==> src/rtl/pwm_duty_gen_if.sv <==
`timescale 1ns/1ps
`default_nettype none
// ============================================================================
// Module      : pwm_duty_gen_if
// Description : Sel command / Y feedback link between fsm_ctrl and
//               pwm_duty_gen.
// Revision    : 1.0 - initial release
// ============================================================================
interface pwm_duty_gen_if;
   logic [1:0] Sel;   // 00 hold, 01 increment, 10 decrement, 11 hold
   logic [6:0] Y;     // current duty, 0..100

   // fsm_ctrl side: issues commands and watches the duty value for limits
   modport master (output Sel, input Y);
   // duty generator side: consumes commands and reports the duty value
   modport slave (input Sel, output Y);
endinterface
`default_nettype wire

==> src/rtl/pwm_duty_gen.sv <==
`timescale 1ns/1ps
`default_nettype none
// ============================================================================
// Module      : pwm_duty_gen
// Description : Saturating duty register driven by Sel commands, plus a
//               100-step PWM generator that runs from a shadow copy of the
//               duty. The shadow is refreshed only at the period wrap, so the
//               waveform never glitches.
// Revision    : 1.0 - initial release
// ============================================================================
module pwm_duty_gen #(
   parameter int PRESC_DIV = 500,  // clk cycles per PWM tick, >= 1
   parameter int STEP      = 1,    // duty change per command, 1..100
   parameter int DUTY_RST  = 0     // duty after reset, 0..100
) (
   input  wire logic         clk,
   input  wire logic         rst,
   input  wire logic         ena_i,
   pwm_duty_gen_if.slave     sel_if,
   output logic              pwm_out_o,
   output logic              period_end_o
);

   localparam int            PW         = (PRESC_DIV > 1) ? $clog2(PRESC_DIV) : 1;
   localparam logic [PW-1:0] PRESC_LAST = PW'(PRESC_DIV - 1);
   localparam logic [7:0]    STEP8      = 8'(STEP);
   localparam logic [7:0]    DUTY_MAX8  = 8'd100;
   localparam logic [6:0]    DUTY_MAX   = 7'd100;
   localparam logic [6:0]    DUTY_INIT  = 7'(DUTY_RST);
   localparam logic [6:0]    PHASE_LAST = 7'd99;

   logic [6:0]    y_q, y_d;
   logic [6:0]    shadow_q, shadow_d;
   logic [PW-1:0] presc_q, presc_d;
   logic [6:0]    phase_q, phase_d;
   logic          pwm_q, pwm_d;
   logic          pe_q, pe_d;

   logic [7:0]    y_sum;
   logic          tick;
   logic          wrap;

   // Duty register next value; 8-bit sum so the saturation test sees overflow.
   always_comb begin
      y_sum = {1'b0, y_q} + STEP8;
      y_d   = y_q;
      case (sel_if.Sel)
         2'b01:   y_d = (y_sum > DUTY_MAX8) ? DUTY_MAX : y_sum[6:0];
         2'b10:   y_d = ({1'b0, y_q} < STEP8) ? 7'd0 : (y_q - STEP8[6:0]);
         default: y_d = y_q;
      endcase
   end

   // Prescaler, phase counter, shadow refresh and registered PWM compare.
   always_comb begin
      tick     = (presc_q == PRESC_LAST);
      wrap     = tick && (phase_q == PHASE_LAST);
      presc_d  = tick ? '0 : (presc_q + PW'(1));
      phase_d  = phase_q;
      if (tick) begin
         phase_d = wrap ? 7'd0 : (phase_q + 7'd1);
      end
      // Shadow takes the pre-update Y, so a command on the wrap edge lands
      // one period later.
      shadow_d = wrap ? y_q : shadow_q;
      pwm_d    = (phase_q < shadow_q);
      pe_d     = wrap;
   end

   // State update; reset wins over ena, ena=0 freezes all but period_end.
   always_ff @(posedge clk) begin
      if (rst) begin
         y_q      <= DUTY_INIT;
         shadow_q <= DUTY_INIT;
         presc_q  <= '0;
         phase_q  <= 7'd0;
         pwm_q    <= 1'b0;
         pe_q     <= 1'b0;
      end else if (ena_i) begin
         y_q      <= y_d;
         shadow_q <= shadow_d;
         presc_q  <= presc_d;
         phase_q  <= phase_d;
         pwm_q    <= pwm_d;
         pe_q     <= pe_d;
      end else begin
         pe_q     <= 1'b0;
      end
   end

   assign sel_if.Y     = y_q;
   assign pwm_out_o    = pwm_q;
   assign period_end_o = pe_q;

endmodule
`default_nettype wire
==> src/flat_wrapper.sv <==
// flat-port wrapper written by rule: the top's interface ports become plain ports
module pwm_duty_gen_flat 
#(
   parameter int PRESC_DIV = 500,                                  
   parameter int STEP      = 1,                                      
   parameter int DUTY_RST  = 0                                
)
  (clk, rst, ena_i, pwm_out_o, period_end_o, sel_if_Sel, sel_if_Y);
  pwm_duty_gen_if sel_if_i ();
  input  wire logic clk;
  input  wire logic rst;
  input  wire logic ena_i;
  output logic pwm_out_o;
  output logic period_end_o;
  input wire logic [$bits(sel_if_i.Sel)-1:0] sel_if_Sel;
  output wire logic [$bits(sel_if_i.Y)-1:0] sel_if_Y;
  assign sel_if_i.Sel = sel_if_Sel;
  assign sel_if_Y = sel_if_i.Y;
  pwm_duty_gen #(.PRESC_DIV(PRESC_DIV), .STEP(STEP), .DUTY_RST(DUTY_RST)) u_core (.clk(clk), .rst(rst), .ena_i(ena_i), .sel_if(sel_if_i), .pwm_out_o(pwm_out_o), .period_end_o(period_end_o));
endmodule
==> config.mk <==
export PLATFORM = sky130hd
export DESIGN_NAME = pwm_duty_gen_flat
export DESIGN_NICKNAME = d
export VERILOG_FILES = /design/src/rtl/pwm_duty_gen_if.sv /design/src/rtl/pwm_duty_gen.sv /design/src/flat_wrapper.sv
export SDC_FILE = /design/constraint.sdc
export NUM_CORES = 1
export LEC_CHECK = 0
export CAP_MARGIN = 20
export CORE_MARGIN = 5
export CORE_UTILIZATION = 52
export CTS_CLUSTER_SIZE = 14
export DETAILED_ROUTE_END_ITERATION = 7
export PLACE_DENSITY = 0.85
export SETUP_SLACK_MARGIN = 0.05
export SLEW_MARGIN = 5
export SYNTH_ARGS = -nofsm -noshare
export SYNTH_HDL_FRONTEND = slang
export SYNTH_SLANG_ARGS = --single-unit
==> constraint.sdc <==
create_clock -name clk -period 1.7 [get_ports clk]
set_clock_uncertainty 0.05 [all_clocks]
set_input_delay 0.34 -clock clk [delete_from_list [all_inputs] [get_ports clk]]
set_output_delay 0.34 -clock clk [all_outputs]
set_load 0.005 [all_outputs]
### After elaboration in Yosys (flattened, before gate mapping)

Index checks and enable logic that the tools add are counted.
Widths: inputs -> output; s select.

| operators by class | value |
|---|---|
| bitwise logic cells | 1 |
| magnitude comparators | 3 |
| multiplexer cells | 5 |
| $add $sub $neg | 4 |
| multipliers | 0 |
| reductions and logical operators | 6 |
| div/mod/pow operators | 0 |
| equal/unequal tests | 4 |
| shift-type cells | 0 |

Operators by type and width:

| kind | number |
|---|---|
| $mux 7 | 3 |
| $pmux 7 s2 | 1 |
| $add 9x1->9 const B | 1 |
| $eq 9x9->1 const B | 1 |
| $mux 9 | 1 |
| $add 7x1->8 const B | 1 |
| $gt 8x7->1 const B | 1 |
| $add 7x1->7 const B | 1 |
| $eq 7x7->1 const B | 1 |
| $lt 7x1->1 const B | 1 |
| $lt 7x7->1 | 1 |
| $sub 7x1->7 const B | 1 |
| $reduce_and 2->1 | 3 |
| $eq 2x1->1 const B | 1 |
| $eq 2x2->1 const B | 1 |
| $reduce_bool 2->1 | 1 |
| $reduce_or 2->1 | 1 |
| $logic_and 1x1->1 | 1 |
| $not 1->1 | 1 |

| storage, ports and cells | value |
|---|---|
| memories kept | 0 |
| RAM bits | 0 |
| logic and storage cells | 29 |
| bits in read-only memories | 0 |
| flip-flop bits (word level) | 32 |
| input port bits | 5 |
| latch bits | 0 |
| output and inout bits | 9 |

### Longest topological paths before layout

Gate-level depths: netlist of the first run.

| depth | value |
|---|---|
| word-level depth | 4 |
| gate-level depth with buffers | 8 |
| depth with buffers taken out | 7 |

### Least setup slack after synthesis of the first run

OpenSTA, ideal clock, no wires.

| timing | value |
|---|---|
| kind | reg2reg |
| start | register u_core.y_q[1], in the netlist u_core.sel_if.Y[1] |
| end | register u_core.y_q[1], in the netlist u_core.sel_if.Y[1] |
| library setup time | 0.086 ns |
| path buffers | 1 |
| setup slack | -0.022 ns |
| period minus slack after synthesis | 1.722 ns |
| data arrival time | 1.586 ns |
| stages on the path, launching flop included | 7 |
| data required time | 1.564 ns |
| cells stage by stage | dfxtp_1 -> buf_2 -> and2_1 -> o21ai_0 -> a31o_2 -> or3b_1 -> a221oi_2 |

| between the ends | value |
|---|---|
| longest elaborated chain between the ends | 4 |
| elaborated cells on any way between the ends | 7 |
| classes of those cells | add/sub (2); order compare (2); mux (3) |

Ends and longest elaborated chain:

| element | RTL line | text |
|---|---|---|
| start: declaration | pwm_duty_gen.sv:32 | `logic [6:0] y_q, y_d;` |
| start signal: assignment | pwm_duty_gen.sv:80 | `y_q <= y_d;` |
| $add 7x1->8 | pwm_duty_gen.sv:45 | `y_sum = {1'b0, y_q} + STEP8;` |
| $gt 8x7->1 | pwm_duty_gen.sv:48 | `2'b01: y_d = (y_sum > DUTY_MAX8) ? DUTY_MAX : y_sum[6:0];` |
| $mux 7 | pwm_duty_gen.sv:48 |  |
| $pmux 7 s2 (*) | pwm_duty_gen.sv:47 | `case (sel_if.Sel)` |

Mark *: on every way between the ends. The rest lies on a longest branch, timed or not.
A chain may end at the register's enable or synchronous reset.

### Worst setup path after layout of the first run

| timing | value |
|---|---|
| start | register u_core.y_q[0], in the netlist u_core.sel_if.Y[0] |
| end | register u_core.y_q[1], in the netlist u_core.sel_if.Y[1] |

Same word-level chain as after synthesis.

==> qor.yml, run 1 <==
drv_slew: 0
dr_wl_met2_um: 2350
area_growth_pct: 36.2
avgSynthCellArea_um2: 7.98
synth_nets: 246
io_buffers: 13
drt-met1-wl_um: 2080
grt_pass1_wl_um: 7780
synth_cell_type_count: 49
cts_tree: "yes"
synth_edf_count: 0
synth_compound_area_share_pct: 17.7
synthAdderAreaFrac_pct: 7.50
worstPathMaxFanout: 7
firstDrtPassIters: 4
num_antenna_cells: 0
ys_ff_latch: 32
synth_top_area_cell: "dfxtp_1"
power_density_nw_per_um2: 653
slew_headroom_pct: 73.9
period_share_pct: 104
hold_viol: 0
violations: "negative setup slack"
rows: 21
overflow: 0
synth_most_common_cell: "dfxtp_1"
drive_above_1_share_pct: 30.5
die_y_um: 69.4
grt_max_degree: 12
initial_utilization_pct: 54.5
clk_pin_slew_worst_paths_ns: 0.10
ant_nets: 0
leakagePower_uw: 0.00100
wl_met3_um: 372
design_area_um2: 2500
cp.arrival_ns: 1.98
fin_hold_ws_ns: 0.433
wl_per_cell_um: 15.3
hold_path.class: "register to register"
clk_latency_ns: 0.34
synth_top_cell_area_share_pct: 34.9
end_kind: "register"
status: "finished, violations left"
fin_nets: 290
vias: 1850
synth_top_family_by_area: "simple AND/OR/NAND/NOR gates"
synthFlopType: "dfxtp_1"
ioPinCount: 14
tightest_slew_ns: 0.387
topRoutingLayerUsed: "met4"
yosysWarnings: 0
via_per_inst: 5.76
antenna_found_initial: 0
die_x_um: 69.4
rsz0062_at_grt: "true"
syn_area_um2: 1830
ir_worst_vdd_uv: 556
tns_ns: -0.142
maxCapViolCount: 0
grt_usage_pct: 19.3
place_area_um2: 2240
synth_seq_area_share_pct: 34.9
synthMuxAreaShare_pct: 0.546
clock-root-buffer: "clkbuf_4"
drc: 0
async_flop_share_pct: 0
synthTopCellsByCount: "32 x dfxtp_1, 29 x nor2_1, 19 x nand2_1, 15 x inv_1, 14 x o21ai_0"
fillers: 252
startpoint_type: "register"
dpl.hpwl_um: 3110
worst_slack_ns: -0.0718
drt_iter0_drc: 226
synth_simple_gate_area_share_pct: 26.7
synth_area_leaders: "dfxtp_1 35%, ha_1 7.5%, nor2_1 5.9%"
period_needed_ns: 1.77
cts_sinks: 32
synthCells: 230
finalSetupViolCount: 3
clk_path_buf_depth: 2
htree_num_levels: 2
total_power_uw: 1630
required_ns: 1.91
cts_buffers: 5
totalWireLength_um: 4900
core_region_area_um2: 3360
synth_xor_area_share_pct: 6.21
grt_pass1_vias: 1757
dieArea_um2: 4810
max_freq_mhz: 564
critPathKind: "register to register"
postCtsHoldBufs: 0
gp_congestion: 0.928
## layout make-up
| type | count | area [µm²] | area share [%] |
|---|---|---|---|
| Clock buffer | 8 | 58.8 | 2.35 |
| Inverter | 15 | 56.3 | 2.25 |
| Multi-Input combinational cell | 169 | 1240 | 49.7 |
| Sequential cell | 32 | 661 | 26.5 |
| Tap cell | 46 | 57.6 | 2.30 |
| Timing Repair Buffer | 51 | 423 | 16.9 |
## critical path: stages (launching register included)
cell      delay [ns]
dfxtp_2         0.36
buf_6           0.13
a211o_1         0.26
a21oi_2         0.18
a211oi_4        0.08
or3b_1          0.39
a221oi_2        0.22
## what timing repair did
| action | 4_1_cts | 5_1_grt |
|---|---|---|
| pin swaps | 9 | 6 |
| buffers inserted | 3 | 0 |
| hold endpoints to repair | 0 | 0 |
| endpoints found under the setup margin | 13 | 22 |
| gates resized for setup | 28 | 28 |
## where the power goes
group | switching (µW) | leakage (µW) | internal, µW
logic | 194 | 0.000705 | 184
registers | 21.7 | 0.000264 | 765
clock network | 262 | 0.0000326 | 204
## per-stage QoR
stage | setup WS [ns] | util [%] | cells
finish | -0.0718 | 74.3 | 321
global route | -0.157 | 74.3 | 321
CTS | -0.0191 | 71.1 | 321
detailed placement | -0.409 | 66.7 | 310
global placement | -0.331 | 66.7 | 310
floorplan | 0.0329 | - | 230
## placed cells by master, fill, tap and decap left out, drive strengths merged, types with 2 or more instances in the layout
cell / netlist / layout
nand4: 11 / 11
o21ai: 14 / 14
a21o: 2 / 2
buf: 7 / 38
inv: 15 / 15
a21oi: 10 / 10
xor2: 8 / 8
clkdlybuf4s50: 0 / 4
a311oi: 3 / 3
dlygate4sd2: 0 / 8
or3: 3 / 3
nor2: 29 / 29
a211oi: 3 / 3
nand2b: 4 / 4
ha: 11 / 11
xnor2: 5 / 5
clkbuf: 7 / 8
nor3b: 4 / 4
nand3: 9 / 9
nand2: 19 / 19
and3: 2 / 2
dfxtp: 32 / 32
nor3: 5 / 5
o31ai: 3 / 3
and2: 2 / 2
o22ai: 2 / 2
## routing by layer
layer / track usage (%) / vias to the layer above
met4: 9.33 / 0
met5: 0 / -
met1: 25.0 / 866
met3: 4.06 / 11
li1: - / 898
met2: 30.4 / 75
## sequential cells by signal, summed over array words and instances (netlist names)
register	flops
u_core.period_end_o	1
u_core.sel_if.Y	7
u_core.shadow_q	7
u_core.pwm_out_o	1
u_core.presc_q	9
u_core.phase_q	7
## path summary, 6_finish.rpt
path	from	end	slack [ns]	cells past startpoint
max	u_core.sel_if.Y[0]	u_core.sel_if.Y[1]	-0.07	6
min	u_core.shadow_q[6]	u_core.shadow_q[6]	0.43	2
max reg2reg	u_core.sel_if.Y[0]	u_core.sel_if.Y[1]	-0.07	6
min reg2reg	u_core.shadow_q[6]	u_core.shadow_q[6]	0.43	2
## kinds of logic (layout without fill, tap and decap cells)
group,count (synthesis),in the layout
AO/OA/AOI/OAI,48,48
XOR/XNOR,13,13
adder cells (fa/ha/maj),11,11
buffers and inverters,29,74
flip-flops,32,32
multiplexers,1,1
AND/OR/NAND/NOR,96,96
Note: power is estimated with default switching activity, not from simulation.
==> inputs of run 2 (changes only) <==
--- a/config.mk
+++ b/config.mk
@@ -7,10 +7,10 @@
 export LEC_CHECK = 0
 export CAP_MARGIN = 20
 export CORE_MARGIN = 5
-export CORE_UTILIZATION = 52
+export CORE_UTILIZATION = 25
 export CTS_CLUSTER_SIZE = 14
 export DETAILED_ROUTE_END_ITERATION = 7
-export PLACE_DENSITY = 0.85
+export PLACE_DENSITY = 0.52
 export SETUP_SLACK_MARGIN = 0.05
 export SLEW_MARGIN = 5
 export SYNTH_ARGS = -nofsm -noshare
==> qor.yml, run 2 (synthesis gave the netlist of run 1 again) <==
max_freq_mhz: 564
final_util_pct: 36.8
critPathKind: "register to register"
ir_worst_vdd_uv: 323
p_clk_share_pct: 35.5
power_density_nw_per_um2: 658
grt_pass1_wl_um: 7800
design_area_um2: 2660
clk_latency_ns: 0.29
clk_pin_slew_worst_paths_ns: 0.07
ioPinCount: 14
vias: 1782
switching_share_pct: 27.9
drv_slew: 0
largest_register_ffs: 9
wl_per_cell_um: 12.3
slowest_stage: "or3b_1"
via_per_inst: 4.65
fin_hold_ws_ns: 0.437
dieArea_um2: 9150
p_sw_uw: 487
fillers: 760
max_stage_delay_ns: 0.38
overflow: 0
ant_nets: 0
cts_tree: "yes"
comb_power_share_pct: 19.7
antenna_found_initial: 0
layout_common_cells: "41 x buf_4, 29 x nor2_1, 22 x dfxtp_1"
initial_utilization_pct: 25.4
drive_above_1_share_pct: 33.1
rsz0062_at_grt: "true"
startpoint_type: "register"
drc: 0
die_x_um: 95.7
clk_path_buf_depth: 2
path_cells: "buf_4, a211o_1, a21oi_2, a211oi_2, or3b_1, a221oi_2"
leakagePower_uw: 0.00109
tightest_slew_ns: 0.375
cts_sinks: 32
area_growth_pct: 44.8
seq_power_share_pct: 44.9
grt_usage_pct: 10.9
die_y_um: 95.7
num_antenna_cells: 0
worstPathMaxFanout: 5
fin_nets: 299
largest-register: "u_core.presc_q"
period_needed_ns: 1.77
required_ns: 1.85
postCtsHoldBufs: 0
finalSetupViolCount: 1
io_buffers: 13
hold_viol: 0
violations: "negative setup slack"
clock-root-buffer: "clkbuf_8"
gp_congestion: 0.831
period_share_pct: 104
rows: 31
crit_family: "compound AO/OA/AOI/OAI gates"
place_area_um2: 2350
grt_pass1_vias: 1662
drt_iter0_drc: 49
cts_buffers: 5
hold_path.class: "register to register"
cp.arrival_ns: 1.92
mostFrequentLayoutCell: "buf_4"
slew_headroom_pct: 74.9
maxCapViolCount: 0
status: "finished, violations left"
htree_num_levels: 2
worst_slack_ns: -0.0727
p_int_uw: 1260
firstDrtPassIters: 4
core_region_area_um2: 7210
grt_max_degree: 12
dpl.hpwl_um: 3430
totalWireLength_um: 4730
end_kind: "register"
path_buf_inv: 1
run 2: cell types whose count changed in the layout (fill, tap and decap cells not counted), sizes merged:
cell | previous run | this run
buf | 38 | 47
dlygate4sd2 | 8 | 4
dlymetal6s2s | 1 | 5
clkbuf | 8 | 6
clkinv | 0 | 2
run 2: stage by stage:
step	setup WS [ns]	TNS, ns	total power, µW	instances
finish	-0.0727	-0.0727	1750	383
global route	-0.144	-0.418	1860	383
CTS	-0.0765	-0.203	1740	382
detailed placement	-0.372	-5.80	1100	369
global placement	-0.337	-5.87	1090	369
floorplan	0.0329	0	977	230
run 2: final timing paths:
path                 startpoint                 end  slack, ns  depth (start not counted)
max          u_core.sel_if.Y[1]  u_core.sel_if.Y[1]      -0.07                          6
min          u_core.shadow_q[4]  u_core.shadow_q[4]       0.44                          2
max reg2reg  u_core.sel_if.Y[1]  u_core.sel_if.Y[1]      -0.07                          6
min reg2reg  u_core.shadow_q[4]  u_core.shadow_q[4]       0.44                          2
run 2: timing repair:
action,CTS,global route
pin swaps,3,11
buffers inserted,5,1
gates resized for setup,18,34
setup endpoints to repair,15,24
run 2: power groups by stage:
stage | combinational, µW | clock, µW | sequential [µW]
global route | 375 | 694 | 786
detailed placement | 298 | 0 | 799
global placement | 296 | 0 | 799
finish | 343 | 619 | 784
CTS | 313 | 648 | 784
floorplan | 179 | 0 | 797
run 2: worst register-to-register path, delay by kind of cell, from the launching register on:
| kind | cells | cell delay, ns |
|---|---|---|
| compound gates | 4 | 0.75 |
| flops | 1 | 0.36 |
| buf+inv | 1 | 0.15 |
| simple gates | 1 | 0.38 |
run 2: layout make-up:
class	instances	area (µm²)	area share, %
multi-input cells	169	1210	45.5
flip-flops and latches	32	661	24.9
repair buffers	60	513	19.3
well taps	99	124	4.66
clock buffers	6	82.6	3.11
inverters	15	56.3	2.12
clock inverters	2	10.0	0.377
run 2: layer usage:
layer | routed length [µm] | vias up | GRT usage (%) | part of all wire, %
met5 | 0 | - | 0 | 0
met4 | 68 | 0 | 3.55 | 1.4
met3 | 162 | 8 | 2.92 | 3.4
met2 | 2230 | 22 | 17.3 | 47
met1 | 2270 | 832 | 14.3 | 48
li1 | - | 920 | - | -
==> patch 1 (settings of run 2) <==
`PRESC_DIV` is set to 500 in 2 places; all go to 1000.
--- a/src/rtl/pwm_duty_gen.sv
+++ b/src/rtl/pwm_duty_gen.sv
@@ -9,7 +9,7 @@
 // Revision    : 1.0 - initial release
 // ============================================================================
 module pwm_duty_gen #(
-   parameter int PRESC_DIV = 500,  // clk cycles per PWM tick, >= 1
+   parameter int PRESC_DIV = 1000,  // clk cycles per PWM tick, >= 1
    parameter int STEP      = 1,    // duty change per command, 1..100
    parameter int DUTY_RST  = 0     // duty after reset, 0..100
 ) (
--- a/src/flat_wrapper.sv
+++ b/src/flat_wrapper.sv
@@ -1,7 +1,7 @@
 // flat-port wrapper written by rule: the top's interface ports become plain ports
 module pwm_duty_gen_flat 
 #(
-   parameter int PRESC_DIV = 500,                                  
+   parameter int PRESC_DIV = 1000,                                  
    parameter int STEP      = 1,                                      
    parameter int DUTY_RST  = 0                                
 )
Behaviour: same outputs for any inputs over 10 cycles, from zero or initial values and one cycle with rst high; that may be too few to reach the edited logic, so the function may still have changed.
==> patch 1 against run 2 <==
The run still ends with negative setup slack left; cell count up 3.4%; first-iteration DRC count up 22%; setup slack worse by 74 ps; sequential cell count up 1; global-route usage down 0.071 points; design area up 5.7%; routed wire length up 9.7%; area after synthesis up 10%; power up 5.1%; critical endpoint is now u_core.sel_if.Y[2].
==> patch 1: results (changes against run 2) <==
WORST-ENDPOINT-ARRIVAL_PS=1960  # was 1920 ps
WL_MET2_UM=2490  # was 2230 um
GLOBAL_ROUTE.USAGE.MET1=0.130  # was 0.143
WIRELENGTH_MET1_UM=2410  # was 2270 um
ROUTE.MET3.WL_UM=198  # was 162 um
LAYOUT.BUFFER.NONCLOCK.AREA_SHARE=0.174  # was 0.193
AVGVIACOUNTPERCELL=4.68  # was 4.65
VIOLATED_CHECKS='negative setup slack'  # unchanged
TOTAL_ROUTING_USAGE_GR=0.108  # was 0.109
ROUTE.DETAILED.WL_PER_INST_UM=13.1  # was 12.3 um
DR.FIRST_ITER.DRC_COUNT=60  # was 49
NETLIST-CELL-TYPE-COUNT=50  # was 49
VDD_IR_DROP_MAX_mV=0.358  # was 0.323 mV
PLACEMENT.SETUP.WORST_SLACK_PS=-354  # was -372 ps
FINAL.SETUP.WORST_SLACK_PS=-146  # was -72.7 ps
MULTI_INPUT_AREA_MM2=0.00138  # was 0.00121 mm2
GR-USAGE-MET2=0.180  # was 0.173
FIRST_GLOBAL_VIAS=1885  # was 1662
SYNTH_FA_HA_AREA_FRAC=0.0681  # was 0.0750
SYNTH_NETS=256  # was 246
CLOCK_AREA_FRAC=0.0308  # was 0.0349
OUTCOME='finished, violations left'  # unchanged
AVGSYNTHCELLAREA_UM2=8.42  # was 7.98 um2
COMPOUND_CELL_AREA_SHARE_OF_THE_YOSYS_NETLIST=0.142  # was 0.177
NETS=310  # was 299
CPLARGESTDELAYFAMILY='simple AND/OR/NAND/NOR gates'  # was compound AO/OA/AOI/OAI gates
CRITICAL_PATH.SLOWEST_CELL='sky130_fd_sc_hd__or4_4'  # was sky130_fd_sc_hd__or3b_1
CRIT_PATH_START='u_core.sel_if.Y[0]'  # was u_core.sel_if.Y[1]
NON_FILLER_CELLS_FINAL=396  # was 383
WORST_PATH_LARGEST_CELL_DELAY_PS=440  # was 380 ps
MET3_USAGE=0.0292  # about the same
SETUP-VIOLATIONS-FINAL=3  # was 1
LARGEST_REGISTER_FFS=10  # was 9
FIRST_PASS_GRT_WIRE_LENGTH_UM=8610  # was 7800 um
SYNTH_XOR_XNOR_AREA_SHARE=0.0823  # was 0.0621
CHIPWIDTH_UM=99.9  # was 95.7 um
SYNTH.AREA.MUX_SHARE=0.0198  # was 0.00546
-- patch 1: timing repair --
| action | CTS | global route |
|---|---|---|
| resized for setup | 32 | 22 |
| buffers inserted | 0 | 1 |
| gates cloned | 1 | 0 |
| setup endpoints to repair | 34 | 32 |
| pin swaps | 12 | 6 |
-- patch 1: how the worst min path moves through the flow --
stage                     slack [ps]               start  depth (start not counted)            endpoint
after floorplan                  400  u_core.shadow_q[1]                          2  u_core.shadow_q[1]
after global placement           420  u_core.shadow_q[2]                          2  u_core.shadow_q[2]
after detailed placement         430  u_core.shadow_q[2]                          2  u_core.shadow_q[2]
after CTS                        430  u_core.shadow_q[2]                          2  u_core.shadow_q[2]
after global routing             460  u_core.shadow_q[1]                          2  u_core.shadow_q[1]
final                            430  u_core.shadow_q[2]                          2  u_core.shadow_q[2]
-- patch 1: power by group --
part           internal [mW]  switching, mW
sequential             0.788         0.0210
combinational          0.229          0.193
clock                  0.321          0.285
total                   1.34          0.499
==> patch 2 (config.mk and constraints of run 2) <==
Made on the original files. Make the reset (`rst`) asynchronous in one clocked block.
--- a/src/rtl/pwm_duty_gen.sv
+++ b/src/rtl/pwm_duty_gen.sv
@@ -68,7 +68,7 @@
    end
 
    // State update; reset wins over ena, ena=0 freezes all but period_end.
-   always_ff @(posedge clk) begin
+   always_ff @(posedge clk or posedge rst) begin
       if (rst) begin
          y_q      <= DUTY_INIT;
          shadow_q <= DUTY_INIT;
Formal check against the unedited RTL: differs if rst is asserted again (counterexample within 4 cycles, from zero or initial values and one cycle with rst high); with rst held inactive, the same outputs for 10 cycles.
==> patch 2 against run 2 <==
Design area rose by 15%; critical path depth rose by 1; non-clock buffer count rose by 15; area after synthesis rose by 13%; routed wire length rose by 13%; cell count rose by 4.7%; setup slack improved by 95 ps; sequential cell count did not move; first-iteration DRC count rose by 8.2%.
Power is not compared: it rests on default switching activity, and its combinational part moved more than twofold at a synthesized area within 25%.
==> patch 2: results (changes against run 2) <==
PLACE_INST=373  # was 369
ASYNC_RESET_FF_FRAC=1.00  # was 0
HOLDCRITPATHCLASS='primary input to async pin'  # was register to register
DR.FIRST_ITER.DRC_COUNT=53  # was 49
TOTAL_ROUTING_USAGE_GR=0.110  # was 0.109
SYNTHESIS.YOSYS.WARNINGS=0  # unchanged
LARGEST_REGISTER_FFS=9  # unchanged
DRT_PRE_ANTENNA_ITERS=4  # unchanged
DETAILEDPLACEMENTHPWL_UM=3710  # was 3430 um
SYNTH.YOSYS.SEQ_AREA_SHARE=0.385  # was 0.349
ANTENNA_CELLS_INSERTED=0  # unchanged
FIRST_PASS_GRT_WIRE_LENGTH_UM=8980  # was 7800 um
SYNTH_NETS=239  # was 246
DR_TOTAL_VIAS=1867  # was 1782
POWER.STATIC_LEAKAGE_nW=1.35
CRITICAL_PATH.SLOWEST_CELL='sky130_fd_sc_hd__dfrtp_2'  # was sky130_fd_sc_hd__or3b_1
WORST_PATH_LARGEST_CELL_DELAY_PS=410  # was 380 ps
SYNTH-MAIN-FF-CELL='sky130_fd_sc_hd__dfrtp_1'  # was sky130_fd_sc_hd__dfxtp_1
HTREE_NUM_LEVELS=2  # unchanged
CRIT_PATH_MAX_FANOUT=4  # was 5
NON_FILLER_CELLS_FINAL=401  # was 383
VDD_IR_DROP_MAX_mV=0.393
CTS_ROOT_BUFFER='sky130_fd_sc_hd__clkbuf_8'  # unchanged
CTS.REPORTEDPATHS.CLKPINSLEW_PS=70  # about the same
NETLIST-CELL-TYPE-COUNT=51  # was 49
GRT_START_MAX_NET_PINS=33  # was 12
ANTENNA_FOUND_INITIAL=0  # unchanged
FRACTION_OF_LAYOUT_CELLS_WITH_A_SIZE_SUFFIX_ABOVE_1=0.361  # was 0.331
DRT-TOTAL-WL_UM=5320  # was 4730 um
OUTCOME='completed'  # was finished, violations left
CTS_BUFFERS=5  # unchanged
PORT_BUFFERS=13  # unchanged
TIGHTEST_SLEW_PS=353  # was 375 ps
YOSYS-TOP-CELLS-COUNT='sky130_fd_sc_hd__dfrtp_1, sky130_fd_sc_hd__nand2_1, sky130_fd_sc_hd__o21ai_0'  # was sky130_fd_sc_hd__dfxtp_1, sky130_fd_sc_hd__nor2_1, sky130_fd_sc_hd__nand2_1
POSTSYNTHCELLCOUNT=223  # was 230
CLOCK_INSERTION_DELAY_WORST_SKEW_PS=280
CTSLONGESTPATHBUFFERS=2  # unchanged
REGMOSTFLOPS='u_core.presc_q'  # unchanged
SYNTH.TOP_CELLS.BY_AREA='sky130_fd_sc_hd__dfrtp_1, sky130_fd_sc_hd__ha_1, sky130_fd_sc_hd__o21ai_0, sky130_fd_sc_hd__nand2_1, sky130_fd_sc_hd__nand3_1'  # was sky130_fd_sc_hd__dfxtp_1, sky130_fd_sc_hd__ha_1, sky130_fd_sc_hd__nor2_1, sky130_fd_sc_hd__nand2_1, sky130_fd_sc_hd__o21ai_0
NETS=311  # was 299
WORST-ENDPOINT-ARRIVAL_PS=1780  # was 1920 ps
GPL.FINAL_WEIGHTED_CONGESTION=0.881  # was 0.831
## patch 2: cell types whose count changed after synthesis, sizes merged, moves of 4 or more
cell	change
dfrtp	+32
nand3	+7
nand4	-5
clkbuf	-4
a31oi	+8
nor2	-16
o21ai	+13
dfxtp	-32
nand2	+5
## patch 2: power breakdown
group | switching (mW) | internal [mW] | total, mW | leakage [nW]
sequential | 0.199 | 0.916 | 1.12 | 0.376
clock | 0.294 | 0.323 | 0.617 | 0.0510
combinational | 0.789 | 0.907 | 1.70 | 0.922
total | 1.28 | 2.15 | 3.43 | 1.35
## patch 2: worst max-delay path: cells and delay by family, from the launching register on
family	cells	cell delay, ps
AND/OR/NAND/NOR	2	510
flip-flops	1	410
AO/OA/AOI/OAI	3	350
buffers and inverters	2	220
## patch 2: path summary, 6_finish.rpt
path | slack (ps) | cells past startpoint | endpoint | startpoint
worst max-delay path | 20 | 7 | u_core.sel_if.Y[0] | u_core.sel_if.Y[2]
worst min-delay path | 340 | 3 | u_core.sel_if.Y[3] | rst
worst max register to register | 20 | 7 | u_core.sel_if.Y[0] | u_core.sel_if.Y[2]
worst min register to register | 440 | 2 | u_core.shadow_q[1] | u_core.shadow_q[1]
max in group asynchronous | 1060 | 3 | u_core.sel_if.Y[0] | rst
min in group clk | 440 | 2 | u_core.shadow_q[1] | u_core.shadow_q[1]
## patch 2: cells by family after synthesis
family,Yosys count,share of synthesized area
AND/OR/NAND/NOR,82,0.249
flip-flops,32,0.385
XOR/XNOR,8,0.0373
buffers and inverters,27,0.0620
adder cells (fa/ha/maj),11,0.0662
multiplexers,2,0.0102
AO/OA/AOI/OAI,61,0.190
## patch 2: repair_timing
item                       CTS  global route
setup endpoints to repair   14            23
resized for setup           22            23
pin swaps                   11            14
setup buffers               10             9
cloned                       0             1
## patch 2: metal layers
metal	global-route usage	vias up	wire length [um]	share of wire
met5	0	-	0	0
met4	0.0307	0	70	0.013
met3	0.0275	8	190	0.036
met2	0.185	32	2610	0.49
met1	0.141	880	2450	0.46
li1	-	947	-	-
## patch 2: area by class of cell
type,instances,area [um2]
fill,852,5120
multi-input combinational,164,1260
sequential,32,810
timing repair buffer,75,684
tap,105,131
clock buffer,6,82.6
inverter,17,67.6
clock inverter,2,10.0
## patch 2: per-stage QoR
| step | instance area, um2 | setup WS [ps] |
|---|---|---|
| after floorplan | 2090 | 66.3 |
| after global placement | 2630 | -207 |
| after detailed placement | 2630 | -241 |
| after CTS | 2860 | 22.8 |
| after global routing | 3050 | -89.5 |
| final | 3050 | 22.0 |
